`src/rtl/wb_arbiter_pkg.sv`:
```
// Shared definitions for the register-file write-back arbiter.
// Widths, source encoding and the round-robin helper used by wb_arbiter.
package wb_arbiter_pkg;

  localparam int WB_DATA_WIDTH   = 32;
  localparam int WB_ADDR_WIDTH   = 5;
  localparam int WB_STARVE_LIMIT = 4;

  typedef enum logic [1:0] {
    SRC_NONE = 2'd0,
    SRC_ALU  = 2'd1,
    SRC_LSU  = 2'd2,
    SRC_MDU  = 2'd3
  } src_e;

  // Round-robin points away from whichever long-latency source was just served.
  function automatic src_e rr_other(input src_e won);
    return (won == SRC_LSU) ? SRC_MDU : SRC_LSU;
  endfunction

endpackage

```
`src/rtl/wb_arbiter_if.sv`:
```
// Producer-side handshakes (ALU/LSU/MDU) and the register-file write port.
// slave = arbiter view, master = producers/register-file view.
interface wb_arbiter_if
  import wb_arbiter_pkg::*;
#(
  parameter int DATA_WIDTH = WB_DATA_WIDTH,
  parameter int ADDR_WIDTH = WB_ADDR_WIDTH
);
  logic                  alu_valid;
  logic [ADDR_WIDTH-1:0] alu_rd;
  logic [DATA_WIDTH-1:0] alu_data;

  logic                  lsu_valid;
  logic                  lsu_ready;
  logic [ADDR_WIDTH-1:0] lsu_rd;
  logic [DATA_WIDTH-1:0] lsu_data;

  logic                  mdu_valid;
  logic                  mdu_ready;
  logic [ADDR_WIDTH-1:0] mdu_rd;
  logic [DATA_WIDTH-1:0] mdu_data;

  logic                  rf_we;
  logic [ADDR_WIDTH-1:0] rf_rd;
  logic [DATA_WIDTH-1:0] rf_wdata;

  modport slave (
    input  alu_valid, alu_rd, alu_data,
    input  lsu_valid, lsu_rd, lsu_data,
    input  mdu_valid, mdu_rd, mdu_data,
    output lsu_ready, mdu_ready,
    output rf_we, rf_rd, rf_wdata
  );

  modport master (
    output alu_valid, alu_rd, alu_data,
    output lsu_valid, lsu_rd, lsu_data,
    output mdu_valid, mdu_rd, mdu_data,
    input  lsu_ready, mdu_ready,
    input  rf_we, rf_rd, rf_wdata
  );

endinterface

```
`src/rtl/wb_scoreboard.sv`:
```
// Per-register busy bits for outstanding long-latency writes.
// Set on issue, cleared on write-back handshake; set wins on a same-index collision.
module wb_scoreboard
  import wb_arbiter_pkg::*;
#(
  parameter int ADDR_WIDTH = WB_ADDR_WIDTH
) (
  input  logic                  clk,
  input  logic                  rst,
  input  logic                  set_en,
  input  logic [ADDR_WIDTH-1:0] set_idx,
  input  logic                  clr_en,
  input  logic [ADDR_WIDTH-1:0] clr_idx,
  input  logic [ADDR_WIDTH-1:0] q1_idx,
  input  logic [ADDR_WIDTH-1:0] q2_idx,
  output logic                  q1_busy,
  output logic                  q2_busy
);

  localparam int NREG = 1 << ADDR_WIDTH;

  logic [NREG-1:0] busy_q, busy_d;
  logic [NREG-1:0] set_mask, clr_mask;

  always_comb begin
    set_mask = '0;
    clr_mask = '0;
    if (set_en) set_mask[set_idx] = 1'b1;
    if (clr_en) clr_mask[clr_idx] = 1'b1;
    busy_d    = (busy_q & ~clr_mask) | set_mask;
    busy_d[0] = 1'b0;  // x0 never becomes busy
  end

  always_ff @(posedge clk) begin
    if (!rst) busy_q <= '0;
    else      busy_q <= busy_d;
  end

  assign q1_busy = busy_q[q1_idx] & (q1_idx != '0);
  assign q2_busy = busy_q[q2_idx] & (q2_idx != '0);

endmodule

```
`src/rtl/wb_arbiter.sv`:
```
// Register-file write-back arbiter: ALU > {LSU, MDU}, registered write port,
// starvation-driven ALU stall and RAW busy scoreboard. WB_RR_ARB_EN selects round-robin LSU/MDU.
module wb_arbiter
  import wb_arbiter_pkg::*;
#(
  parameter int DATA_WIDTH   = WB_DATA_WIDTH,
  parameter int ADDR_WIDTH   = WB_ADDR_WIDTH,
  parameter int STARVE_LIMIT = WB_STARVE_LIMIT
) (
  input  logic                  clk,
  input  logic                  rst,
  wb_arbiter_if.slave           bus,
  input  logic                  iss_valid,
  input  logic [ADDR_WIDTH-1:0] iss_rd,
  input  logic [ADDR_WIDTH-1:0] rs1,
  input  logic [ADDR_WIDTH-1:0] rs2,
  output logic                  rs1_busy,
  output logic                  rs2_busy,
  output logic                  alu_stall_req
);

  localparam int                CNT_W   = $clog2(STARVE_LIMIT + 1);
  localparam logic [CNT_W-1:0]  CNT_MAX = CNT_W'(STARVE_LIMIT);

  logic grant_lsu, grant_mdu;
  logic hs_lsu, hs_mdu, hs_any;

`ifdef WB_RR_ARB_EN
  src_e ptr_q, ptr_d;

  always_comb begin
    grant_lsu = bus.lsu_valid & (~bus.mdu_valid | (ptr_q == SRC_LSU));
    grant_mdu = bus.mdu_valid & (~bus.lsu_valid | (ptr_q == SRC_MDU));
  end

  always_comb begin
    ptr_d = ptr_q;
    if (hs_lsu)      ptr_d = rr_other(SRC_LSU);
    else if (hs_mdu) ptr_d = rr_other(SRC_MDU);
  end

  always_ff @(posedge clk) begin
    if (!rst) ptr_q <= SRC_LSU;
    else      ptr_q <= ptr_d;
  end
`else
  always_comb begin
    grant_lsu = bus.lsu_valid;
    grant_mdu = bus.mdu_valid & ~bus.lsu_valid;
  end
`endif

  // Readies are gated by reset so nothing in flight is consumed while held.
  assign hs_lsu        = rst & ~bus.alu_valid & grant_lsu;
  assign hs_mdu        = rst & ~bus.alu_valid & grant_mdu;
  assign hs_any        = hs_lsu | hs_mdu;
  assign bus.lsu_ready = hs_lsu;
  assign bus.mdu_ready = hs_mdu;

  src_e                  sel;
  logic [ADDR_WIDTH-1:0] sel_rd;
  logic [DATA_WIDTH-1:0] sel_data;

  always_comb begin
    sel      = SRC_NONE;
    sel_rd   = '0;
    sel_data = '0;
    if (bus.alu_valid) begin
      sel      = SRC_ALU;
      sel_rd   = bus.alu_rd;
      sel_data = bus.alu_data;
    end else if (hs_lsu) begin
      sel      = SRC_LSU;
      sel_rd   = bus.lsu_rd;
      sel_data = bus.lsu_data;
    end else if (hs_mdu) begin
      sel      = SRC_MDU;
      sel_rd   = bus.mdu_rd;
      sel_data = bus.mdu_data;
    end
  end

  // Write port: address/data only move on a real write, so x0 results leave them untouched.
  logic                  rf_we_q, rf_we_d;
  logic [ADDR_WIDTH-1:0] rf_rd_q, rf_rd_d;
  logic [DATA_WIDTH-1:0] rf_wdata_q, rf_wdata_d;

  always_comb begin
    rf_we_d    = (sel != SRC_NONE) && (sel_rd != '0);
    rf_rd_d    = rf_we_d ? sel_rd   : rf_rd_q;
    rf_wdata_d = rf_we_d ? sel_data : rf_wdata_q;
  end

  // Starvation: count cycles a long-latency result is blocked by the ALU.
  logic [CNT_W-1:0] cnt_q, cnt_d;
  logic             stall_q, stall_d;

  always_comb begin
    cnt_d = cnt_q;
    if (hs_any)
      cnt_d = '0;
    else if ((bus.lsu_valid | bus.mdu_valid) & bus.alu_valid & (cnt_q != CNT_MAX))
      cnt_d = cnt_q + CNT_W'(1);
    stall_d = (cnt_d == CNT_MAX);
  end

  always_ff @(posedge clk) begin
    if (!rst) begin
      rf_we_q    <= 1'b0;
      rf_rd_q    <= '0;
      rf_wdata_q <= '0;
      cnt_q      <= '0;
      stall_q    <= 1'b0;
    end else begin
      rf_we_q    <= rf_we_d;
      rf_rd_q    <= rf_rd_d;
      rf_wdata_q <= rf_wdata_d;
      cnt_q      <= cnt_d;
      stall_q    <= stall_d;
    end
  end

  assign bus.rf_we     = rf_we_q;
  assign bus.rf_rd     = rf_rd_q;
  assign bus.rf_wdata  = rf_wdata_q;
  assign alu_stall_req = stall_q;

  wb_scoreboard #(.ADDR_WIDTH(ADDR_WIDTH)) u_sb (
    .clk     (clk),
    .rst     (rst),
    .set_en  (iss_valid),
    .set_idx (iss_rd),
    .clr_en  (hs_any),
    .clr_idx (hs_lsu ? bus.lsu_rd : bus.mdu_rd),
    .q1_idx  (rs1),
    .q2_idx  (rs2),
    .q1_busy (rs1_busy),
    .q2_busy (rs2_busy)
  );

endmodule
```
`src/flat_wrapper.sv`:
```
// flat-port wrapper written by rule: the top's interface ports become plain ports
module wb_arbiter_flat import wb_arbiter_pkg::*;
#(
  parameter int DATA_WIDTH   = WB_DATA_WIDTH,
  parameter int ADDR_WIDTH   = WB_ADDR_WIDTH,
  parameter int STARVE_LIMIT = WB_STARVE_LIMIT
)
  (clk, rst, iss_valid, iss_rd, rs1, rs2, rs1_busy, rs2_busy, alu_stall_req, bus_alu_valid, bus_alu_rd, bus_alu_data, bus_lsu_valid, bus_lsu_rd, bus_lsu_data, bus_mdu_valid, bus_mdu_rd, bus_mdu_data, bus_lsu_ready, bus_mdu_ready, bus_rf_we, bus_rf_rd, bus_rf_wdata);
  wb_arbiter_if #(.DATA_WIDTH(DATA_WIDTH), .ADDR_WIDTH(ADDR_WIDTH)) bus_i ();
  input  logic clk;
  input  logic rst;
  input  logic iss_valid;
  input  logic [ADDR_WIDTH-1:0] iss_rd;
  input  logic [ADDR_WIDTH-1:0] rs1;
  input  logic [ADDR_WIDTH-1:0] rs2;
  output logic rs1_busy;
  output logic rs2_busy;
  output logic alu_stall_req;
  input wire logic [$bits(bus_i.alu_valid)-1:0] bus_alu_valid;
  input wire logic [$bits(bus_i.alu_rd)-1:0] bus_alu_rd;
  input wire logic [$bits(bus_i.alu_data)-1:0] bus_alu_data;
  input wire logic [$bits(bus_i.lsu_valid)-1:0] bus_lsu_valid;
  input wire logic [$bits(bus_i.lsu_rd)-1:0] bus_lsu_rd;
  input wire logic [$bits(bus_i.lsu_data)-1:0] bus_lsu_data;
  input wire logic [$bits(bus_i.mdu_valid)-1:0] bus_mdu_valid;
  input wire logic [$bits(bus_i.mdu_rd)-1:0] bus_mdu_rd;
  input wire logic [$bits(bus_i.mdu_data)-1:0] bus_mdu_data;
  output wire logic [$bits(bus_i.lsu_ready)-1:0] bus_lsu_ready;
  output wire logic [$bits(bus_i.mdu_ready)-1:0] bus_mdu_ready;
  output wire logic [$bits(bus_i.rf_we)-1:0] bus_rf_we;
  output wire logic [$bits(bus_i.rf_rd)-1:0] bus_rf_rd;
  output wire logic [$bits(bus_i.rf_wdata)-1:0] bus_rf_wdata;
  assign bus_i.alu_valid = bus_alu_valid;
  assign bus_i.alu_rd = bus_alu_rd;
  assign bus_i.alu_data = bus_alu_data;
  assign bus_i.lsu_valid = bus_lsu_valid;
  assign bus_i.lsu_rd = bus_lsu_rd;
  assign bus_i.lsu_data = bus_lsu_data;
  assign bus_i.mdu_valid = bus_mdu_valid;
  assign bus_i.mdu_rd = bus_mdu_rd;
  assign bus_i.mdu_data = bus_mdu_data;
  assign bus_lsu_ready = bus_i.lsu_ready;
  assign bus_mdu_ready = bus_i.mdu_ready;
  assign bus_rf_we = bus_i.rf_we;
  assign bus_rf_rd = bus_i.rf_rd;
  assign bus_rf_wdata = bus_i.rf_wdata;
  wb_arbiter #(.DATA_WIDTH(DATA_WIDTH), .ADDR_WIDTH(ADDR_WIDTH), .STARVE_LIMIT(STARVE_LIMIT)) u_core (.clk(clk), .rst(rst), .bus(bus_i), .iss_valid(iss_valid), .iss_rd(iss_rd), .rs1(rs1), .rs2(rs2), .rs1_busy(rs1_busy), .rs2_busy(rs2_busy), .alu_stall_req(alu_stall_req));
endmodule
```
`config.mk`:
```
export PLATFORM = sky130hd
export DESIGN_NAME = wb_arbiter_flat
export DESIGN_NICKNAME = d
export VERILOG_FILES = /design/src/rtl/wb_arbiter_pkg.sv /design/src/rtl/wb_arbiter_if.sv /design/src/rtl/wb_scoreboard.sv /design/src/rtl/wb_arbiter.sv /design/src/flat_wrapper.sv
export SDC_FILE = /design/constraint.sdc
export NUM_CORES = 1
export LEC_CHECK = 0
export CORE_MARGIN = 5
export CORE_UTILIZATION = 40
export DETAILED_ROUTE_END_ITERATION = 10
export PLACE_DENSITY = 0.86
export SYNTH_ARGS = -nofsm -noshare
export SYNTH_HDL_FRONTEND = slang
export SYNTH_SLANG_ARGS = --single-unit
```
`constraint.sdc`:
```
create_clock -name clk -period 7.8 [get_ports clk]
set_input_delay 2.34 -clock clk [delete_from_list [all_inputs] [get_ports clk]]
set_output_delay 2.34 -clock clk [all_outputs]
set_load 0.1 [all_outputs]
```
Word level (Yosys, flattened, before mapping)

Cells that the tools add are included.

Flip-flop bits (word level): 74
Input bits: 132
Output and inout port bits: 43

Add/sub/neg operators: 1
$lt $le $gt $ge: 6
Equal/unequal tests: 2
Mux-type cells: 22
Bitwise logic cells: 15
Reductions and logical operators: 7

Operators by type and width:

| kind                                                 | count |
|---|---|
| two-way mux 32 bit                                   | 5 |
| AND 32 bit                                           | 1 |
| NOT 32 bit                                           | 1 |
| OR 32 bit                                            | 1 |
| < comparator 5 x 6 -> 1 bit (second input constant)  | 4 |
| two-way mux 5 bit                                    | 4 |
| nonzero test 5 bit                                   | 3 |
| binary-select mux 1 bit (select 5 bit)               | 2 |
| demux 1 bit (select 5 bit)                           | 2 |
| >= comparator 5 x 1 -> 1 bit (second input constant) | 2 |
| AND 1 bit                                            | 8 |
| two-way mux 2 bit                                    | 3 |
| two-way mux 3 bit                                    | 2 |
| two-way mux 1 bit                                    | 4 |
| adder 3 x 1 -> 3 bit (second input constant)         | 1 |
| == test 3 bit (second input constant)                | 1 |
| logical AND 1 bit                                    | 3 |
| != test 3 bit (second input constant)                | 1 |
| NOT 1 bit                                            | 2 |
| OR 1 bit                                             | 2 |
| nonzero test 2 bit                                   | 1 |

Logic depth before layout (Yosys ltp)

Gate-level depths: netlist (run 1).

Depth in word-level cells: 12
Gate-level depth with buffers: 9
Mapped depth without buffers: 7

Cells and area by module

Synthesis (run 1) repeated with hierarchy kept, for this count alone.

Cells, all modules: 473
Area, all modules: 4609.4 sq um

Modules (own cells, without submodules):

| module        | times used | cells an instance | area each (sq um) |
|---|---|---|---|
| wb_arbiter    | 1          | 245               | 2610.0 |
| wb_scoreboard | 1          | 228               | 1999.4 |

Worst setup path before layout (run 1)

No wires, ideal clock.

Path type: input port to output port
From: in rs1[0]
To: out rs1_busy
Arrival: 4.046 ns
Data required time: 5.460 ns
Path slack: 1.414 ns
Stages on the path: 6
Path through: buf_2 -> mux4_2 -> nor2b_1 -> a211oi_1 -> a21oi_1 -> a22o_1

Cells in the longest elaborated chain, start to end: 3
Elaborated cells between the ends (all ways): 4

RTL lines:

| element                                 | RTL line            | text |
|---|---|---|
| start: declaration                      | flat_wrapper.sv:14  | `input logic [ADDR_WIDTH-1:0] rs1;` |
| binary-select mux 1 bit (select 5 bit)  | wb_scoreboard.sv:39 | `assign q1_busy = busy_q[q1_idx] & (q1_idx != '0);` |
| two-way mux 1 bit (implied by the code) | wb_scoreboard.sv:39 |  |
| AND 1 bit *                             | wb_scoreboard.sv:39 |  |
| end: declaration                        | flat_wrapper.sv:16  | `output logic rs1_busy;` |

Mark *: on every way between the ends. The rest lies on a longest branch, timed or not. The select of a mux whose other input is x is not followed.

Worst setup path after layout (run 1)

Ends and elaborated chain as after synthesis.

==> results of run 1 <==
stage by stage:
step | cell area (um2) | hold slack [ns] | setup WS (ns)
2_1_floorplan | 4342 | 0.4619 | 1.414
3_5_place_dp | 6091 | 0.4567 | 0.7120
4_1_cts | 6260 | 0.4674 | 0.7053
6_report | 6260 | 0.4649 | 0.7182
5_1_grt | 6260 | 0.4889 | 0.5839
3_3_place_gp | 6091 | 0.4452 | 0.8251
layout make-up:
cell class	instances	area, um2	share of cell area [%]
Clock buffer	9	123.9	1.979
Clock inverter	7	45.04	0.7196
Inverter	2	7.507	0.1199
Multi-Input combinational cell	368	2665	42.57
Sequential cell	73	1461	23.35
Tap cell	140	175.2	2.798
Timing Repair Buffer	178	1782	28.46
critical path, stage by stage:
cell	delay, ns
clkdlybuf4s50_1	0.83
mux4_2	0.56
nor2b_1	0.15
a211oi_1	0.26
a21oi_1	0.11
a22o_1	0.26
buf_4	0.23
how the worst min path moves through the flow:
| stage | to | slack (ns) | cells past startpoint |
|---|---|---|---|
| floorplan | u_core.u_sb.busy_q[12] | 0.46 | 2 |
| global placement | u_core.bus.rf_wdata[30] | 0.45 | 2 |
| detailed placement | u_core.bus.rf_wdata[7] | 0.46 | 2 |
| CTS | u_core.bus.rf_wdata[7] | 0.47 | 2 |
| global route | u_core.bus.rf_wdata[28] | 0.49 | 2 |
| finish | u_core.bus.rf_wdata[12] | 0.46 | 2 |
metal layers:
| metal | track usage (%) | part of all wire [%] | routed length [um] | vias to the layer above |
|---|---|---|---|---|
| met3 | 4.915 | 9.1 | 1298 | 31 |
| met2 | 38.25 | 51 | 7338 | 268 |
| met1 | 24.70 | 37 | 5240 | 2109 |
| li1 | - | - | - | 2090 |
| met4 | 9.422 | 2.7 | 388 | 0 |
| met5 | 0 | 0 | 0 | - |
placed cells by master (no fill, tap or decap), types with 3 or more instances in the layout:
| master | netlist | layout |
|---|---|---|
| a21boi_1 | 33 | 33 |
| a21oi_1 | 10 | 10 |
| a222oi_1 | 33 | 33 |
| a22o_1 | 3 | 3 |
| a41oi_1 | 3 | 3 |
| buf_4 | 1 | 6 |
| clkbuf_8 | 0 | 9 |
| clkdlybuf4s50_1 | 0 | 169 |
| clkinv_2 | 0 | 4 |
| dfxtp_1 | 73 | 73 |
| mux2_1 | 4 | 4 |
| mux2i_1 | 47 | 47 |
| mux4_2 | 12 | 12 |
| nand2_1 | 85 | 85 |
| nand2b_1 | 38 | 38 |
| nand3_1 | 3 | 3 |
| nand3b_1 | 5 | 5 |
| nor2_1 | 13 | 13 |
| nor2b_1 | 6 | 6 |
| nor3b_1 | 10 | 10 |
| o21ai_1 | 34 | 34 |
state kept, by name, summed over array words and instances (netlist names):
register / flops
u_core.bus.rf_wdata: 32
u_core.alu_stall_req: 1
u_core.bus.rf_rd: 5
u_core.u_sb.busy_q: 31
u_core.cnt_q: 3
u_core.bus.rf_we: 1
where the power goes:
| part | total, uW | internal, uW | switching (uW) |
|---|---|---|---|
| logic | 333 | 132 | 201 |
| registers | 400 | 390 | 10.4 |
| clock network | 261 | 115 | 147 |
logic make-up after synthesis:
logic type      count (synthesis)
mux                            64
buf+inv                        42
xor+xnor                        1
simple gates                  173
compound gates                128
fa+ha+maj                       2
flops                          73
==> flow_summary.toml, run 1 <==
[critical_path]
regToRegStartpoint = "u_core.cnt_q[0]"
worst_setup_path_start_kind = "primary input"
crit_path_max_fanout = 10
timing_worst_setup_path_type = "primary input to output port"
regToRegEndpoint = "u_core.alu_stall_req"
nature_of_the_critical_path_endpoint = "output port"
worstPathRequired_ns = 5.46
reg2reg_slack_ns = 6.33
crit_path_start = "rs1[0]"
worst_r2r_path_depth = 6
arrival_ns = 4.74
timing.critical_path.to = "rs1_busy"

[clocking]
ctsHoldBuffers = 0
worstSkewPairLatency_ns = 0.35
clock_tree_root = "clkbuf_8"
ctsLongestPathBuffers = 2
cts.sink_count = 73
cts_tree = "built"
clkSlewWorstSetupHoldPaths_ns = 0.08
cts_resized = 0
numCtsBuffers = 9
cts_max_level = 3
cts_setup_buffers = 0

[synthesis]
synth_top_flop_cell = "dfxtp_1"
post-synth-top-area-cell = "dfxtp_1"
syn-mean-instance-area_um2 = 8.989
synth-xor-area-share_pct = 0.2017
synth-async-reset-ratio_pct = 0
synth_compound_area_share_pct = 21.79
yosysSeqAreaShare_pct = 33.66
synth_top_cells_by_count = "nand2_1 (85), dfxtp_1 (73), mux2i_1 (47), nand2b_1 (38), o21ai_1 (34)"
post_synth_mux_area_share_pct = 18.36
yosys_warnings = 0
synth.cell_area_um2 = 4342
synthesis.nets = 617
synth_cell_types = 42
post_synth_fa_ha_maj_area_fraction_pct = 0.5764
ys_ff_latch = 73
yosys.cell_count.top_type = "nand2_1"
syn_inst = 483
largest_family_of_logic_cells_by_synthesized_area = "compound AO/OA/AOI/OAI gates"
synth-edff-count = 0
netlist.area_leader.share_pct = 33.66
simple_gate_share_of_the_synthesized_area_pct = 20.06
yosys-top-cells-area = "dfxtp_1 (34%), mux2i_1 (11%), a222oi_1 (7.6%)"

[global_route]
grt_pass1_vias = 4451
grt_antenna_before_repair = 0
first_pass_grt_wire_length_um = 22410
pin_count_of_the_biggest_net_entering_global_routing = 97
overflow = 0
grtUsageTotal_pct = 21.56

[cells_and_area]
final_cell_count_no_fill = 777
syn_to_final_growth_pct = 44.18
count_of_nets_after_finishing = 766
antenna_cells = 0
post-route-util_pct = 58.26
final_layout_size_suffix_gt1_share_pct = 6.593
filler_cell_count = 946

[placement]
detailedPlacementHpwl_um = 10940
place.detailed.instances = 761
io_buffers = 174
routabilityCongestion = 0.8958

[sta]
finalSetupTns_ns = 0
worst_pin_slew_ns = 1.057
finalHoldViolations = 0
skew_ns = 0.001387
minimum_period_implied_by_the_final_worst_setup_slack_ns = 7.082
setup_repair_after_global_routing_missed_its_margin = "no"
max_freq_ghz = 0.1412
report.final.slew_viol_count = 0
max-slew-margin-rel_pct = 29.32
finalSetupViolCount = 0
min_period_over_period_pct = 90.79

[pwr]
power-per-cell-area_nw_per_um2 = 158.8
p_leak_uw = 0.002159
peakVddDrop_uv = 96.38
power_uw = 994.0

[die]
boundaryPins = 175
row_count = 38
floorplan.initialDensity_pct = 40.41
die_outline_height_um = 114.2
coreArea_um2 = 10750
die-width_um = 114.2
die_area_um2 = 13040

[drt]
avgViaCountPerCell = 5.789
drt_iter0_drc = 546
detailroute.via_count = 4498
routed_wire_length_per_instance_um = 18.36
ant_nets = 0
detail_route.drc_violations = 0
drtPass1Iterations = 7
wl_um = 14270

[run_status]
outcome = "finished, final reports clean"

[hold_path]
worstHoldPathType = "flop to flop"
timing.hold.worst.start = "u_core.bus.rf_wdata[12]"

[run]
cap_viol_max_count = 0
(Power assumes the default switching activity.)
==> inputs of run 2 (changes only) <==
--- a/config.mk
+++ b/config.mk
@@ -7,6 +7,7 @@
 export LEC_CHECK = 0
 export CORE_MARGIN = 5
 export CORE_UTILIZATION = 40
+export CTS_CLUSTER_DIAMETER = 50
 export DETAILED_ROUTE_END_ITERATION = 10
 export PLACE_DENSITY = 0.86
 export SYNTH_ARGS = -nofsm -noshare
==> results of run 2 <==
No change in the layout: final DEF, timing and power equal those of run 1.
==> inputs of run 3 (changes only) <==
--- a/config.mk
+++ b/config.mk
@@ -5,11 +5,14 @@
 export SDC_FILE = /design/constraint.sdc
 export NUM_CORES = 1
 export LEC_CHECK = 0
+export CELL_PAD_IN_SITES_DETAIL_PLACEMENT = 1
+export CELL_PAD_IN_SITES_GLOBAL_PLACEMENT = 1
 export CORE_MARGIN = 5
-export CORE_UTILIZATION = 40
+export CORE_UTILIZATION = 34
 export CTS_CLUSTER_DIAMETER = 50
 export DETAILED_ROUTE_END_ITERATION = 10
-export PLACE_DENSITY = 0.86
+export PLACE_DENSITY = 0.95
+export SKIP_CTS_REPAIR_TIMING = 1
 export SYNTH_ARGS = -nofsm -noshare
 export SYNTH_HDL_FRONTEND = slang
 export SYNTH_SLANG_ARGS = --single-unit
==> run 3 against run 2 <==
Effect of this change:
- global-route usage increased by 0.066 points
- register-to-register slack got worse by 0.06 ns
- routed wire length increased by 14%
- hold slack got worse by 0.0043 ns
==> flow_summary.toml, run 3 (synthesis gave the netlist of run 1 again) <==
[critical_path]
worstPathRequired_ns = 5.46
cp_num_cells = 7
timing.critical_path.buf_inv = 2
crit_slowest_cell = "clkdlybuf4s50_1"
worst_setup_path_start_kind = "primary input"
timing_worst_setup_path_type = "primary input to output port"
timing.critical_path.slowest_cell_delay_ns = 0.86
crit_path_max_fanout = 10
regToRegStartpoint = "u_core.cnt_q[0]"
regToRegEndpoint = "u_core.alu_stall_req"
crit_path_start = "rs1[0]"
arrival_ns = 4.73
path_cells = "clkdlybuf4s50_1, mux4_2, nor2b_1, a211oi_1, a21oi_1, a22o_1, buf_4"
worst_r2r_path_depth = 6
reg2reg_slack_ns = 6.27
nature_of_the_critical_path_endpoint = "output port"
timing.critical_path.to = "rs1_busy"
worst_path_dominant_cell_family = "buffers and inverters"

[clocking]
cts.sink_count = 73
clock_tree_root = "clkbuf_16"
clkSlewWorstSetupHoldPaths_ns = 0.05
worstSkewPairLatency_ns = 0.32
numCtsBuffers = 9
cts_tree = "built"
ctsLongestPathBuffers = 2
cts_max_level = 3

[pwr]
peakVddDrop_uv = 101.3
power_uw = 1112
power-per-cell-area_nw_per_um2 = 173.9
p_leak_uw = 0.002199

[sta]
max-slew-margin-rel_pct = 25.56
worst_pin_slew_ns = 1.113
report.final.slew_viol_count = 0
minimum_period_implied_by_the_final_worst_setup_slack_ns = 7.065
finalSetupTns_ns = 0
finalHoldViolations = 0
finalSetupViolCount = 0
setup_repair_after_global_routing_missed_its_margin = "no"
min_period_over_period_pct = 90.58
max_freq_ghz = 0.1415
skew_ns = 0.0007176

[cells_and_area]
syn_to_final_growth_pct = 47.29
area.sequential_um2 = 1461
final_layout_size_suffix_gt1_share_pct = 5.827
multi_input_gate_area_in_the_final_layout_um2 = 2665
most-common-layout-cells = "clkdlybuf4s50_1 (169), nand2_1 (85), dfxtp_1 (73)"
antenna_cells = 0
count_of_nets_after_finishing = 766
final_common_cell = "clkdlybuf4s50_1"
post-route-util_pct = 50.88
final_cell_count_no_fill = 807
filler_cell_count = 1412
largest_reg_flops = 32

[drt]
avgViaCountPerCell = 5.626
detailroute.via_count = 4540
wl_um = 16280
drtPass1Iterations = 8
ant_nets = 0
routed_wire_length_per_instance_um = 20.17
detail_route.drc_violations = 0
drt_iter0_drc = 314

[run_status]
outcome = "finished, final reports clean"

[placement]
routabilityCongestion = 0.8830
place.detailed.instances = 793
io_buffers = 174
detailedPlacementHpwl_um = 12770

[global_route]
grt_pass1_vias = 4933
grtUsageTotal_pct = 21.63
overflow = 0
grt_antenna_before_repair = 1
first_pass_grt_wire_length_um = 25540
pin_count_of_the_biggest_net_entering_global_routing = 65

[die]
floorplan.initialDensity_pct = 34.54
row_count = 41
die_outline_height_um = 123
boundaryPins = 175
die-width_um = 123
coreArea_um2 = 12570
die_area_um2 = 15130

[hold_path]
worstHoldPathType = "flop to flop"

[run]
cap_viol_max_count = 0
run 3: cell type report:
cell class,instances,area share [%]
multi-input cells,368,41.67
repair buffers,178,27.86
flip-flops and latches,73,22.85
clock buffers,14,4.128
well taps,172,3.365
inverters,2,0.1174
run 3: tightest hold or removal path, cell delays in order, from the launching register on:
cell and delay, ns:
dfxtp_1 0.31, nand2_1 0.05, mux2i_1 0.05
run 3: routing by layer:
layer	vias up	GRT usage, %	wire, um
li1	2091	-	-
met1	2212	22.75	6027
met2	202	40.38	8465
met3	33	6.542	1341
met4	2	8.028	431
met5	-	0	13
run 3: power by group:
group	internal (uW)	switching, uW
combinational	132	205
clock	229	144
sequential	391	10.5
total	752	360
run 3: worst min-delay path by stage:
stage	slack [ns]	from	end	cells after the start
after floorplan	0.46	u_core.u_sb.busy_q[12]	u_core.u_sb.busy_q[12]	2
after global placement	0.44	u_core.bus.rf_wdata[17]	u_core.bus.rf_wdata[17]	2
after detailed placement	0.46	u_core.bus.rf_wdata[18]	u_core.bus.rf_wdata[18]	2
after CTS	0.47	u_core.bus.rf_wdata[18]	u_core.bus.rf_wdata[18]	2
after global routing	0.49	u_core.bus.rf_rd[1]	u_core.bus.rf_rd[1]	2
final	0.46	u_core.bus.rf_wdata[18]	u_core.bus.rf_wdata[18]	2
run 3: metrics by stage:
stage	hold slack [ns]	cell area, um2	setup slack (ns)
detailed placement	0.4570	6131	0.7158
CTS	0.4674	6395	0.7072
global route	0.4905	6395	0.6023
global placement	0.4437	6131	0.8134
floorplan	0.4619	4342	1.414
finish	0.4605	6395	0.7346
